--- src/rtl/shift_frame_pkg.sv ---
// Shared constants and state type for the 16-state serial capture frame sequencer.
package shift_frame_pkg;

  localparam int unsigned FRAME_BITS = 12;

  typedef logic [3:0] frame_state_t;

  localparam frame_state_t ST_IDLE        = 4'd0;
  localparam frame_state_t ST_SETUP       = 4'd1;
  localparam frame_state_t ST_SHIFT_FIRST = 4'd2;
  localparam frame_state_t ST_SHIFT_LAST  = 4'd13;
  localparam frame_state_t ST_LATCH       = 4'd14;
  localparam frame_state_t ST_DONE        = 4'd15;

  function automatic logic is_shift(input frame_state_t s);
    return (s >= ST_SHIFT_FIRST) && (s <= ST_SHIFT_LAST);
  endfunction

endpackage

--- src/rtl/shift_frame_sipo.sv ---
// 12-bit serial-in/parallel-out capture register; MSB_FIRST selects the shift direction.
module shift_frame_sipo
  import shift_frame_pkg::*;
#(
  parameter bit MSB_FIRST = 1'b1
) (
  input  logic                  clk_in,
  input  logic                  rst_n,
  input  logic                  shift_en,
  input  logic                  sdata_in,
  output logic [FRAME_BITS-1:0] shreg
);

  always_ff @(posedge clk_in or negedge rst_n) begin
    if (!rst_n) begin
      shreg <= '0;
    end else if (shift_en) begin
      if (MSB_FIRST) shreg <= {shreg[FRAME_BITS-2:0], sdata_in};
      else           shreg <= {sdata_in, shreg[FRAME_BITS-1:1]};
    end
  end

endmodule

--- src/rtl/shift_frame_seq.sv ---
// Serial capture frame sequencer: start/busy/done handshake, 12-bit word capture.
// Optional FRAME_CNT_EN macro adds the frame_cnt completed-frame counter port.
module shift_frame_seq
  import shift_frame_pkg::*;
#(
  parameter bit MSB_FIRST = 1'b1
) (
  input  logic                  clk_in,
  input  logic                  rst_n,
  input  logic                  start,
  input  logic                  abort,
  input  logic                  sdata_in,
  output logic [3:0]            state,
  output logic                  busy,
  output logic                  done,
  output logic [FRAME_BITS-1:0] data_out,
  output logic                  data_valid
`ifdef FRAME_CNT_EN
  ,
  output logic [7:0]            frame_cnt
`endif
);

  frame_state_t          state_d;
  logic                  shift_en;
  logic                  latch_en;
  logic [FRAME_BITS-1:0] shreg;

  always_comb begin
    state_d  = state;
    shift_en = 1'b0;
    latch_en = 1'b0;
    if (abort) begin
      state_d = ST_IDLE;
    end else begin
      // Every non-idle state simply advances; DONE wraps to IDLE by 4-bit overflow.
      if (state == ST_IDLE) begin
        if (start) state_d = ST_SETUP;
      end else begin
        state_d = state + 4'd1;
      end
      shift_en = is_shift(state);
      latch_en = (state == ST_LATCH);
    end
  end

  always_ff @(posedge clk_in or negedge rst_n) begin
    if (!rst_n) begin
      state      <= ST_IDLE;
      data_out   <= '0;
      data_valid <= 1'b0;
    end else begin
      state      <= state_d;
      data_valid <= latch_en;
      if (latch_en) data_out <= shreg;
    end
  end

`ifdef FRAME_CNT_EN
  always_ff @(posedge clk_in or negedge rst_n) begin
    if (!rst_n)        frame_cnt <= '0;
    else if (latch_en) frame_cnt <= frame_cnt + 8'd1;
  end
`endif

  assign busy = (state != ST_IDLE);
  assign done = (state == ST_DONE);

  shift_frame_sipo #(
    .MSB_FIRST(MSB_FIRST)
  ) u_sipo (
    .clk_in  (clk_in),
    .rst_n   (rst_n),
    .shift_en(shift_en),
    .sdata_in(sdata_in),
    .shreg   (shreg)
  );

endmodule

--- config.mk ---
export PLATFORM = sky130hd
export DESIGN_NAME = shift_frame_seq
export DESIGN_NICKNAME = d
export VERILOG_FILES = /design/src/rtl/shift_frame_pkg.sv /design/src/rtl/shift_frame_sipo.sv /design/src/rtl/shift_frame_seq.sv
export SDC_FILE = /design/constraint.sdc
export NUM_CORES = 1
export LEC_CHECK = 0
export BUFFER_PORTS_ARGS = -buffer_cell sky130_fd_sc_hd__clkbuf_2
export CAP_MARGIN = 25
export CORE_AREA = 2 2 48 94
export DETAILED_ROUTE_END_ITERATION = 6
export DIE_AREA = 0 0 50 96
export HOLD_SLACK_MARGIN = 0.03
export SYNTH_ARGS = -nofsm -noshare
export SYNTH_HDL_FRONTEND = slang
export SYNTH_SLANG_ARGS = --single-unit
export TNS_END_PERCENT = 5
--- constraint.sdc ---
create_clock -name clk_in -period 3.7 [get_ports clk_in]
set_input_delay 0.37 -clock clk_in [delete_from_list [all_inputs] [get_ports clk_in]]
set_output_delay 0.37 -clock clk_in [all_outputs]
set_load 0.05 [all_outputs]
==> metrics.md <==
| Metric | Value |
|---|---|
| Layout cells sized above 1 | 45.0% |
| Post-route worst setup slack | 1.61 ns |
| Pre-CTS WS | 1.64 ns |
| Crit Path Max Fanout | 7 |
| Fin cells | 161 |
| Root Driver | clkbuf_8 |
| # Max-Cap Violations | 0 |
| Hold Vio Cnt, Final | 0 |
| Vias per cell | 4.61 |
| Period utilization | 56.5% |
| Routed WL | 2130 microns |
| P&R area growth vs syn | 20.8% |
| Critical path capture point type | primary output |
| Worst path required time | 3.33 ns |
| RSZ-0062 raised after global routing | false |
| DRT iter0 DRCs | 15 |
| Max Buffers Root-to-Sink | 2 |
| Chip Width | 50 microns |
| Drt pass-1 iters | 3 |
| PostCTS Resize Cnt | 0 |
| # IOs | 24 |
| Placed cell count | 153 |
| Distinct cells, synth | 22 |
| Yosys top cell area share | 57.8% |
| Final setup violation count | 0 |
| H-tree levels | 2 |
| Avg WL per Cell | 13.2 microns |
| Worst Max-Slew Pin Slew | 0.716 ns |
| Post-Syn Area per Cell | 15.7 sq um |
| Worst Hold Slack | 0.145 ns |
| Max frequency | 0.479 GHz |
| Critical path arrival | 1.72 ns |
| Total CTS buffers | 5 |
| CTS tree | built |
| TNS Setup | 0 ns |
| Final Max Tran Viols | 0 |
| # rows | 33 |
| Die Area | 0.00480 sq mm |
| Antenna cells | 0 |
| Startpoint type of the worst setup path | flip-flop |
| Layout Skew | 0.00603 ns |
| Core Area | 0.00409 sq mm |
| Critical path class | reg -> out |
| Final nets | 117 |
| Number of global-route vias before repair | 806 |
| Worst-path clk slew | 0.06 ns |
| All-Layer GR Usage | 10.5% |
| Slew headroom | 52.0% |
| Initial Util | 30.7% |
| Lkg Pwr | 0.000818 uW |
| Worst hold path class | in -> async |
| Mapped Cells | 80 |
| Setup Buffers After CTS | 0 |
| Global-route wire length before repair | 3770 microns |
| # hold bufs at CTS | 0 |
| Cell area after synthesis | 0.00126 sq mm |
| Ranking of synthesized cells by area | dfrtp_1 (58%), mux2_4 (12%), mux2_1 (9.0%) |
| Status | complete, no violations |
| YS warnings | 0 |
| CTS Sinks | 29 |
| Final Critical Period | 2.09 ns |
| Synthesized flop and latch total | 29 |
| Initial antenna violation count | 0 |
| PortBufs | 23 |
| RD Place Congestion | 0.625 |
| Power per cell area | 632 mW/mm^2 |
| Gr ovfl total | 0 |
| Sequential fraction of the synthesis area | 57.8% |
| Via Count | 742 |
| Worst skew pair latency | 0.27 ns |
| Die height | 96 microns |
| Cell taking the most area after synthesis | dfrtp_1 |
| Antenna-violating nets left | 0 |
| Syn Nets | 89 |
| Maximum vdd drop | 0.357 mV |
| Post-route DRC | 0 |
| Largest net degree at the start of global routing | 30 |
| DP HPWL | 1520 microns |
## per-layer routing
metal | track usage, % | wire length, microns | part of all wire, %
met5 | 0 | 0 | 0
met4 | 6.25 | 32 | 1.5
met3 | 3.42 | 116 | 5.4
met2 | 17.5 | 1120 | 52
met1 | 11.5 | 864 | 41
## synth_stat cells
master / instances
a21o_1: 1
a21oi_1: 1
and3_1: 1
and4bb_1: 1
buf_2: 1
buf_6: 2
dfrtp_1: 29
ha_1: 4
inv_1: 3
mux2_1: 10
mux2_2: 4
mux2_4: 10
mux2i_1: 1
nand2_1: 1
nand3_1: 1
nand4b_1: 1
nor2_1: 3
nor3_2: 1
nor4_2: 1
nor4b_2: 1
or3b_1: 1
xor2_1: 2
## cell usage in the layout, fill, tap and decap left out, types with 2 or more instances in the layout
cell	synthesis	layout
mux2_2	4	4
nor2_1	3	3
xor2_1	2	2
clkbuf_8	0	7
ha_1	4	4
clkbuf_2	0	23
dfrtp_1	29	29
mux2_1	10	10
inv_1	3	3
mux2_4	10	10
## kinds of logic after synthesis
family,synth area share (%)
flops,57.8
mux,25.3
simple gates,7.47
buf+inv,3.09
fa+ha+maj,3.98
compound gates,0.996
xor+xnor,1.39
## flip-flops by register name, summed over array words and instances (netlist names)
signal        cells
state             4
u_sipo.shreg     12
data_out         12
data_valid        1
## layout make-up
class                           count  area [sq um]
Inverter                            3          11.3
Tap cell                           52          65.1
Sequential cell                    29           726
Multi-Input combinational cell     45           492
Fill cell                         418          2570
Clock buffer                        7          96.3
Timing Repair Buffer               24           123
Clock inverter                      1          5.00
## critical path: stages (launching register included)
cell and delay [ns]:
dfrtp_1 0.46, inv_1 0.13, ha_1 0.20, or3b_1 0.40, clkbuf_2 0.26
## worst paths after layout
check	slack, ns	start	cells after the start	endpoint
worst max register to register	1.67	state[0]$_DFFE_PN0P_	4	data_out[9]$_DFFE_PN0P_
worst max-delay path	1.61	state[1]$_DFFE_PN0P_	4	busy
min in group clk_in	0.34	sdata_in	2	u_sipo.shreg[0]$_DFFE_PN0P_
worst min register to register	0.49	data_out[4]$_DFFE_PN0P_	1	data_out[4]$_DFFE_PN0P_
worst min-delay path	0.14	rst_n	1	u_sipo.shreg[11]$_DFFE_PN0P_
max in group asynchronous	3.10	rst_n	1	data_out[5]$_DFFE_PN0P_
## stage by stage
stage,instance area (sq um),util (%),power [uW]
global route,1520,37.1,1010
CTS,1520,37.1,975
finish,1520,37.1,960
global placement,1420,34.6,674
detailed placement,1420,34.6,687
floorplan,1260,-,630
## where the power goes
| group | switching, uW | internal, uW | total (uW) |
|---|---|---|---|
| logic | 108 | 130 | 237 |
| registers | 57.5 | 382 | 440 |
| clock network | 115 | 168 | 283 |
| total | 280 | 680 | 960 |
Power figures use the tool's default switching activity.
